===== src/rtl/sd_bus_scheduler.sv =====
// Shares the single SPI link to the SD card between several client FSMs:
// priority/round-robin grant, start pulse, busy tracking with watchdog, idle gap.
module sd_bus_scheduler #(
  parameter int N_REQ      = 3,
  parameter int GAP_CYCLES = 8,
  parameter int START_WIN  = 4,
  parameter int TIMEOUT_W  = 20
) (
  input  logic             i_s_clk,
  input  logic             i_reset_n,
  input  logic [N_REQ-1:0] i_req,
  input  logic [N_REQ-1:0] i_busy,
  input  logic [N_REQ-1:0] i_mosi,
  output logic [N_REQ-1:0] o_start,
  output logic [N_REQ-1:0] o_grant,
  output logic             MOSI,
  output logic             o_cs_n,
  output logic             o_timeout,
  output logic             o_err,
  output logic [7:0]       o_8_LED
);

  localparam int IW = (N_REQ > 1) ? $clog2(N_REQ) : 1;
  localparam logic [TIMEOUT_W-1:0] WD_ONES = '1;
  localparam logic [TIMEOUT_W-1:0] WD_LAST = WD_ONES - TIMEOUT_W'(1);

  typedef enum logic [2:0] {
    S_IDLE      = 3'd0,
    S_START     = 3'd1,
    S_WAIT_BUSY = 3'd2,
    S_ACTIVE    = 3'd3,
    S_GAP       = 3'd4
  } state_t;

  state_t               state, state_nx;
  logic [IW-1:0]        rr_ptr, rr_ptr_nx;
  logic [IW-1:0]        gidx, gidx_nx;
  logic [IW-1:0]        win_idx, cand;
  logic                 win_valid;
  logic [N_REQ-1:0]     win_onehot, grant_nx, start_nx;
  logic                 cs_n_nx, timeout_nx, err_nx;
  logic [3:0]           win_cnt, win_cnt_nx;
  logic [7:0]           gap_cnt, gap_cnt_nx;
  logic [TIMEOUT_W-1:0] wd_cnt, wd_cnt_nx;
  logic                 busy_g;
  logic [N_REQ+3:0]     grant_ext;

  // Client 0 always wins; otherwise the search starts after the last
  // round-robin winner. Scanning downwards lets the nearest candidate win.
  always_comb begin
    win_valid = 1'b0;
    win_idx   = '0;
    cand      = '0;
    if (i_req[0]) begin
      win_valid = 1'b1;
    end else begin
      for (int off = N_REQ - 1; off >= 1; off--) begin
        cand = IW'(((int'(rr_ptr) - 1 + off) % (N_REQ - 1)) + 1);
        if (i_req[cand]) begin
          win_valid = 1'b1;
          win_idx   = cand;
        end
      end
    end
  end

  always_comb begin
    win_onehot          = '0;
    win_onehot[win_idx] = 1'b1;
  end

  assign busy_g    = i_busy[gidx];
  assign MOSI      = (|o_grant) ? i_mosi[gidx] : 1'b1;
  assign grant_ext = {4'b0000, o_grant};
  assign o_8_LED   = {state, o_err, grant_ext[3:0]};

  always_ff @(posedge i_s_clk or negedge i_reset_n) begin
    if (!i_reset_n) begin
      state     <= S_IDLE;
      rr_ptr    <= IW'(N_REQ - 1);
      gidx      <= '0;
      o_grant   <= '0;
      o_start   <= '0;
      o_cs_n    <= 1'b1;
      o_timeout <= 1'b0;
      o_err     <= 1'b0;
      win_cnt   <= '0;
      gap_cnt   <= '0;
      wd_cnt    <= '0;
    end else begin
      state     <= state_nx;
      rr_ptr    <= rr_ptr_nx;
      gidx      <= gidx_nx;
      o_grant   <= grant_nx;
      o_start   <= start_nx;
      o_cs_n    <= cs_n_nx;
      o_timeout <= timeout_nx;
      o_err     <= err_nx;
      win_cnt   <= win_cnt_nx;
      gap_cnt   <= gap_cnt_nx;
      wd_cnt    <= wd_cnt_nx;
    end
  end

  // Busy falling wins over a watchdog expiry in the same cycle.
  always_comb begin
    state_nx   = state;
    rr_ptr_nx  = rr_ptr;
    gidx_nx    = gidx;
    grant_nx   = o_grant;
    start_nx   = '0;
    cs_n_nx    = o_cs_n;
    timeout_nx = 1'b0;
    err_nx     = o_err;
    win_cnt_nx = win_cnt;
    gap_cnt_nx = gap_cnt;
    wd_cnt_nx  = wd_cnt;
    case (state)
      S_IDLE: begin
        if (win_valid) begin
          state_nx = S_START;
          grant_nx = win_onehot;
          start_nx = win_onehot;
          cs_n_nx  = 1'b0;
          gidx_nx  = win_idx;
          if (!i_req[0]) rr_ptr_nx = win_idx;
        end
      end
      S_START: begin
        state_nx   = S_WAIT_BUSY;
        win_cnt_nx = '0;
      end
      S_WAIT_BUSY: begin
        if (busy_g) begin
          state_nx  = S_ACTIVE;
          wd_cnt_nx = '0;
        end else if (win_cnt == 4'(START_WIN - 1)) begin
          state_nx   = S_GAP;
          grant_nx   = '0;
          cs_n_nx    = 1'b1;
          gap_cnt_nx = '0;
        end else begin
          win_cnt_nx = win_cnt + 4'd1;
        end
      end
      S_ACTIVE: begin
        if (!busy_g || wd_cnt == WD_LAST) begin
          state_nx   = S_GAP;
          grant_nx   = '0;
          cs_n_nx    = 1'b1;
          gap_cnt_nx = '0;
          if (busy_g) begin
            timeout_nx = 1'b1;
            err_nx     = 1'b1;
          end
        end else begin
          wd_cnt_nx = wd_cnt + TIMEOUT_W'(1);
        end
      end
      S_GAP: begin
        if (gap_cnt == 8'(GAP_CYCLES - 1)) begin
          state_nx = S_IDLE;
        end else begin
          gap_cnt_nx = gap_cnt + 8'd1;
        end
      end
      default: begin
        state_nx = S_IDLE;
        grant_nx = '0;
        cs_n_nx  = 1'b1;
      end
    endcase
  end

endmodule


===== config.mk =====
export PLATFORM = sky130hd
export DESIGN_NAME = sd_bus_scheduler
export DESIGN_NICKNAME = d
export VERILOG_FILES = /design/src/rtl/sd_bus_scheduler.sv
export SDC_FILE = /design/constraint.sdc
export NUM_CORES = 1
export LEC_CHECK = 0
export CAP_MARGIN = 20
export CORE_AREA = 2 2 72 74
export DETAILED_ROUTE_END_ITERATION = 16
export DIE_AREA = 0 0 74 76
export GPL_ROUTABILITY_DRIVEN = 0
export HOLD_SLACK_MARGIN = 0.03
export PLACE_DENSITY_LB_ADDON = 0.05
export SYNTH_ARGS = -nofsm -noshare
export SYNTH_HDL_FRONTEND = slang
export SYNTH_SLANG_ARGS = --single-unit

===== constraint.sdc =====
create_clock -name i_s_clk -period 2.4 [get_ports i_s_clk]
set_input_delay 0.6 -clock i_s_clk [delete_from_list [all_inputs] [get_ports i_s_clk]]
set_output_delay 0.6 -clock i_s_clk [all_outputs]
set_load 0.03 [all_outputs]

---- Word level (Yosys, flattened, before mapping) ----
Index checks and enable logic that the tools add are counted.
operators by class
  equality and inequality tests ........... 17
  mux-type cells .......................... 49
  order comparisons ....................... 5
  bitwise logic cells ..................... 4
  reductions and logical operators ........ 17
  add/subtract/negate cells ............... 8
operator list
  kind                     number
  $mux W20                 2
  $pmux W20 S2             1
  $mux W3                  11
  $mux W8                  4
  $pmux W8 S3              1
  $add A20 B1 Y20 const B  1
  $eq A20 B20 Y1 const B   1
  $ne A2 B2 Y1 const B     9
  $mux W1                  16
  $pmux W3 S5              1
  $lt A2 B3 Y1 const B     4
  $pmux W3 S4              1
  $reduce_and A3 Y1        4
  $reduce_and A5 Y1        2
  $add A8 B1 Y8 const B    1
  $bmux W1 S2              4
  $eq A8 B3 Y1 const B     1
  $mux W4                  2
  $pmux W4 S2              1
  $eq A3 B2 Y1 const B     2
  $mux W2                  3
  $add A2 B2 Y2 const B    2
  $add A3 B2 Y4 const B    1
  $add A3 B3 Y4 const B    1
  21 further kinds         24
storage, ports and cells
  output and inout bits ................... 18
  input port bits ......................... 11
  flip-flop bits (word level) ............. 48
  logic and storage cells ................. 111

---- Logic depth before layout (Yosys ltp) ----
Gate-level depths: netlist of run 1.
  depth in word-level cells ............... 15
  mapped depth ............................ 8
  gate-level depth less buffers ........... 7

---- Worst setup path before layout of run 1 ----
OpenSTA, ideal clock, no wires.
  kind .................................... register -> register
  start ................................... register state[1]
  end ..................................... register wd_cnt[18]
  cell stages (with the launch flop) ...... 7
  data arrival time ....................... 1851 ps
  clock period less this slack ............ 1970 ps
  path slack .............................. 430 ps
  setup time .............................. 119 ps
  path buffers ............................ 1
  required time ........................... 2281 ps
  path through ............................ dfrtp_1 and3b_1 buf_2 nand2_1 a2111o_1 o31a_1 o21a_1
between the ends
  cells in the longest elaborated chain, start to end .. 3
  elaborated cells between the ends (all ways) .. 7
  those cells by class .................... eq/ne: 4; mux: 1; reduce/logical: 2
RTL lines
  element                                                              RTL line  source
  start: declaration                                                   35        state_t state, state_nx;
  start signal: assignment                                             91        state <= state_nx;
  $eq A3 B2 Y1                                                         118       case (state)
  $ne A2 B2 Y1 (no line) / $reduce_bool A2 Y1 (equally long branches)  --
  $reduce_and A3 Y1 (no line)                                          --
  end signal: assignment                                               101       wd_cnt <= wd_cnt_nx;
  end: declaration                                                     44        logic [TIMEOUT_W-1:0] wd_cnt, wd_cnt_nx;
Parallel ways exist; a longest one is shown, timed or not.
A chain may end at the register's enable or synchronous reset.

---- Final worst setup path of run 1 ----
  start ................................... input i_busy[0]
  end ..................................... register wd_cnt[11]
between the ends
  cells in the longest elaborated chain, start to end .. 6
  elaborated cells between the ends (all ways) .. 7
  those cells by class .................... eq/ne: 2; mux: 2; reduce/logical: 3
RTL lines
  element                          RTL line  source
  start: declaration               12        input logic [N_REQ-1:0] i_busy,
  $bmux W1 S2 *                    72        assign busy_g = i_busy[gidx];
  $mux W1 (implied by the code) *  72
  $logic_not A1 Y1                 147       if (!busy_g || wd_cnt == WD_LAST) begin
  $logic_or A1 B1 Y1               147
  $ne A2 B2 Y1 (no line)           --
  $reduce_and A3 Y1 (no line) *    --
Mark *: on every way between the ends. The rest lies on a longest branch, timed or not. The select of a mux whose other input is x is not followed.

==> flow_summary.yaml, run 1 <==
synthesis:
  synth_cell_types: 56
  synth.largest_area_cell: "dfrtp_1"
  synthCells: 277
  syn_nets: 292
  synth_area_um2: 2590
  ys_ff_latch: 47
  synth_common_cells: "dfrtp_1 (46), nand2_1 (31), nand3_1 (20), o21ai_0 (20), nor2_1 (19)"
  yosysSeqAreaShare_pct: 45.4
  synth-adder-area-share_pct: 1.93
  synth_xor_area_share_pct: 1.01
  synth_most_common_cell: "dfrtp_1"
  yosys-top-cells-area: "dfrtp_1 (44%), nand2_1 (4.5%), nand3_1 (3.9%)"
  synth_mux_area_share_pct: 1.16
  synth_top_family_by_area: "simple AND/OR/NAND/NOR gates"
  yosys.area_share.simple_pct: 25.3
  synth_compound_area_share_pct: 20.3
  ys_dominant_reg_cell: "dfrtp_1"
  synth_edf_count: 0
  synth_top_area_share_pct: 44.4
  async_flop_share_pct: 100
  synth.avg_cell_area_um2: 9.36
  synth_warnings: 0
sta:
  setup_viol: 0
  hold_viol: 0
  rsz0062_at_grt: "no"
  fin_crit_sh_pct: 94.7
  skew_ns: 0.00740
  worst_slack_ns: 0.128
  layout_min_cycle_time_ns: 2.27
  slew_viol_final: 0
  slew_headroom_pct: 50.2
  fmax_ghz: 0.440
  worst_slew_pin_slew_ns: 0.747
floorplan:
  num_rows: 26
  die_area_um2: 5620
  io-pin-count: 29
  die_h_um: 76
  die_w_um: 74
  core_area_um2: 4910
  start_util_pct: 52.8
job:
  max-cap-violations: 0
layout:
  stdcell_count: 394
  layout.nets: 338
  drive_gt1_share_pct: 14.2
  n_antenna_cell: 0
  area_growth_pct: 21.8
clock_tree:
  cts_sinks: 47
  htree_num_levels: 2
  post_cts_buffers: 0
  cts_buffers: 5
  clock-root-buffer: "clkbuf_8"
  clkSlewWorstSetupHoldPaths_ns: 0.08
  cts-resized-gates: 0
  clock_path_buffers: 2
  clk_latency_ns: 0.30
  cts_hold_buf: 0
  cts_tree: "done"
routing:
  vias: 2264
  route.detailed.drc: 0
  dr.pass1.iters: 4
  wl_um: 5800
  wl_per_cell_um: 14.7
  viasPerCell: 5.75
  antenna_left: 0
  drtIter0Drc: 147
pwr:
  total_power_mw: 3.20
  p_leak_nw: 1.41
  p_per_area_nw_per_um2: 1010
  ir_drop_mv: 0.890
grt:
  overflow: 0
  antenna_found_initial: 0
  grt_start_max_net_pins: 35
  grt_pass1_vias: 2241
  track_usage_pct: 22.9
  grt_pass1_wl_um: 10300
place:
  port-buffer-count: 27
  pre_cts_slack_ns: -0.194
  hpwl_um: 4290
  dp.cells: 386
run_status:
  status: "completed"
worst_setup_path:
  critPathLaunchType: "primary input"
  cp_max_fo: 9
  slowest_delay_ns: 0.46
  endpoint_kind: "register"
  path_class: "primary input to register"
  cp_slowest_cell: "clkdlybuf4s50_1"
  cp.arrival_ns: 2.46
  crit_chain: "clkdlybuf4s50_1 -> mux2i_1 -> a2bb2oi_1 -> buf_4 -> nor3_2 -> nor2_1 -> a211o_1"
  crit_required_ns: 2.59
hold_path:
  holdCritPathClass: "primary input to asynchronous set/reset pin"
cell type report:
cell class              instances  area [µm²]
clock buffers                   8         100
fillers                       431        1750
inverters                      12        45.0
multi-input cells             206        1290
flip-flops and latches         47        1180
well taps                      70        87.6
repair buffers                 51         455
registers in the layout, indices dropped and copies added (netlist names):
signal     cells
o_start        3
o_cs_n         1
gap_cnt        8
win_cnt        4
wd_cnt        20
o_grant        3
o_timeout      1
state          3
gidx           2
rr_ptr         1
o_err          1
worst max-delay path: cells and delay by family:
family | cells | cell delay, ns
and+or+nand+nor | 2 | 0.68
buffers and inverters | 2 | 0.62
AOI/OAI and AO/OA | 2 | 0.48
muxes | 1 | 0.08
cells by family (layout without fill, tap and decap cells):
logic type,Yosys count,after routing
other,1,1
AND/OR/NAND/NOR,117,117
adder cells (fa/ha/maj),4,4
AO/OA/AOI/OAI,78,78
buffers and inverters,24,71
multiplexers,3,3
XOR/XNOR,3,3
flip-flops,47,47
per-layer routing:
| metal | GRT usage, % | wire, µm | vias up |
|---|---|---|---|
| met5 | 0 | 0 | - |
| met4 | 4.36 | 46 | 0 |
| met3 | 4.37 | 162 | 5 |
| met2 | 37.0 | 2930 | 31 |
| met1 | 32.1 | 2660 | 1116 |
| li1 | - | - | 1112 |
per-stage QoR:
step	hold WS [ns]	util, %	cell area [µm²]	TNS, ns
final	0.351	64.3	3160	0
after global routing	0.415	64.3	3160	0
after CTS	0.382	64.3	3160	0
after detailed placement	0.489	62.3	3060	-0.379
after global placement	0.474	62.3	3060	-0.202
after floorplan	0.304	-	2590	0
power by group:
part	leakage, nW	total (mW)	internal [mW]	switching (mW)
clock	0.0515	0.527	0.263	0.264
sequential	0.630	1.25	0.996	0.252
combinational	0.728	1.43	0.630	0.800
total	1.41	3.20	1.89	1.32
layout by cell type, fill, tap and decap left out, types with 5 or more instances in the layout:
cell,instances
a21oi_1,16
a31oi_1,13
and3_1,5
buf_4,24
clkbuf_8,7
clkdlybuf4s50_1,25
dfrtp_1,46
inv_1,12
nand2_1,31
nand3_1,20
nand4_1,5
nor2_1,19
nor3_1,8
o21ai_0,20
or3_1,5
path summary, 6_finish.rpt:
kind | start | to | slack [ns] | cells after the start
worst max-delay path | i_busy[0] | wd_cnt[11] | 0.13 | 7
worst min-delay path | i_reset_n | wd_cnt[10] | 0.35 | 1
worst max register to register | wd_cnt[1] | wd_cnt[14] | 0.28 | 6
worst min register to register | o_err | o_err | 0.50 | 1
max in group asynchronous | i_reset_n | gap_cnt[1] | 1.45 | 2
min in group i_s_clk | o_err | o_err | 0.50 | 1
No activity file was read; power rests on OpenSTA's default activity.
==> run 2: changes to the inputs <==
CORE_AREA = 2 2 69 71   (was 2 2 72 74)
DIE_AREA = 0 0 71 73   (was 0 0 74 76)
SKIP_LAST_GASP = 1   (was default)
clock period = 2.75 ns   (was 2.4 ns; I/O delays follow)
==> run 2 against run 1 <==
  * Cell count down 9.1%
  * Combinational power down 22%
  * Register-to-register slack improved by 0.29 ns
  * Clock skew is 0.00071 ns lower
  * First-iteration DRC count increased by 7.5%
  * Core utilization rose by 1.2 points
  * Worst setup slack improved by 0.26 ns
  * Clock power down 23%
==> flow_summary.yaml, run 2 (same netlist as run 1, synthesis figures left out) <==
layout:
  design_area_um2: 2970
  drive_gt1_share_pct: 8.22
  reg.largest.list: "wd_cnt: 20 flops, gap_cnt: 8 flops, win_cnt: 4 flops"
  stdcell_count: 358
  final_util_pct: 65.5
  regMostFlops: "wd_cnt"
  largest_reg_flops: 20
  final_common_cell: "dfrtp_1"
  fill_cells: 382
  layout_common_cells: "dfrtp_1 (46), nand2_1 (31), clkdlybuf4s50_1 (25), nand3_1 (20), o21ai_0 (20)"
  layout.nets: 318
  area_growth_pct: 14.5
  n_antenna_cell: 0
clock_tree:
  post_cts_buffers: 0
  clkSlewWorstSetupHoldPaths_ns: 0.08
  clock_path_buffers: 2
  cts-resized-gates: 0
  clk_latency_ns: 0.31
  clock-root-buffer: "clkbuf_8"
  htree_num_levels: 2
  cts_sinks: 47
  cts_tree: "done"
  cts_buffers: 5
  cts_hold_buf: 0
worst_setup_path:
  crit_required_ns: 2.06
  path_class: "register to output pin"
  critPathLaunchType: "register"
  endpoint_kind: "output pin"
  cpLargestDelayFamily: "buffers and inverters"
  crit_buf_inv: 1
  cp_slowest_cell: "clkdlybuf4s50_1"
  cp_max_fo: 15
  cp.arrival_ns: 1.68
  crit_chain: "clkdlybuf4s50_1"
  slowest_delay_ns: 0.76
run_status:
  status: "completed"
grt:
  grt_start_max_net_pins: 25
  overflow: 0
  grt_pass1_vias: 2090
  grt_use_met1_pct: 30.7
  track_usage_pct: 23.4
  use_met3_pct: 4.14
  antenna_found_initial: 0
  use_met2_pct: 39.8
  grt.busiest_layer: "met2"
  grt_pass1_wl_um: 9550
place:
  hpwl_um: 4020
  dp.cells: 350
  dpl_cell_area_um2: 2890
  pre_cts_slack_ns: 0.104
  port-buffer-count: 27
sta:
  slew_viol_final: 0
  worst_slack_ns: 0.385
  setup_viol: 0
  skew_ns: 0.00669
  hold_viol: 0
  holdWs_ns: 0.377
  fin_crit_sh_pct: 86.0
  tns_ns: 0
  worst_slew_pin_slew_ns: 0.591
  layout_min_cycle_time_ns: 2.37
  rsz0062_at_grt: "no"
  fmax_ghz: 0.423
  slew_headroom_pct: 60.6
pwr:
  total_power_mw: 2.62
  p_per_area_nw_per_um2: 883
  p_leak_nw: 1.31
  ir_drop_mv: 0.586
job:
  max-cap-violations: 0
routing:
  vias: 2194
  viasPerCell: 6.13
  route.detailed.drc: 0
  wl_um: 5510
  antenna_left: 0
  drtIter0Drc: 158
  wl_per_cell_um: 15.4
  dr.pass1.iters: 4
floorplan:
  core_area_um2: 4540
  die_h_um: 73
  die_w_um: 71
  io-pin-count: 29
  num_rows: 25
  die_area_um2: 5180
  start_util_pct: 57.2
hold_path:
  holdCritPathClass: "primary input to asynchronous set/reset pin"
## run 2: changes by cell type in the layout (fill, tap and decap cells not counted), sizes merged
cell	change
buf	-20
clkbuf	-1
clkinv	+1
## run 2: area by class of cell
cell class / count / area [µm²] / area share [%]
clock inverters: 1 / 5.00 / 0.169
multi-input cells: 206 / 1290 / 43.5
inverters: 12 / 45.0 / 1.52
flip-flops and latches: 47 / 1180 / 39.7
well taps: 54 / 67.6 / 2.28
repair buffers: 31 / 305 / 10.3
clock buffers: 7 / 76.3 / 2.57
## run 2: worst register-to-register path: cells and delay by family (launching register included)
family,cells,cell delay [ns]
compound gates,2,0.64
simple gates,3,0.84
flops,1,0.61
## run 2: report_power, final
group          internal, mW  switching, mW  leakage (nW)
sequential            0.869          0.228         0.630
combinational         0.456          0.667         0.635
clock                 0.179          0.225        0.0422
total                  1.50           1.12          1.31
## run 2: layer usage
layer  part of all wire (%)  routed length [µm]
met3                    4.6                 254
met2                     49                2690
met1                     45                2490
met5                      0                   0
met4                    1.2                  67
## run 2: worst paths after layout
path,startpoint,end,slack [ns],cells after the start
worst min register to register,o_err,o_err,0.50,1
worst min-delay path,i_reset_n,wd_cnt[2],0.38,1
max in group asynchronous,i_reset_n,o_cs_n,1.77,2
min in group i_s_clk,o_err,o_err,0.50,1
worst max register to register,state[0],wd_cnt[14],0.57,5
worst max-delay path,state[0],o_8_LED[5],0.38,1
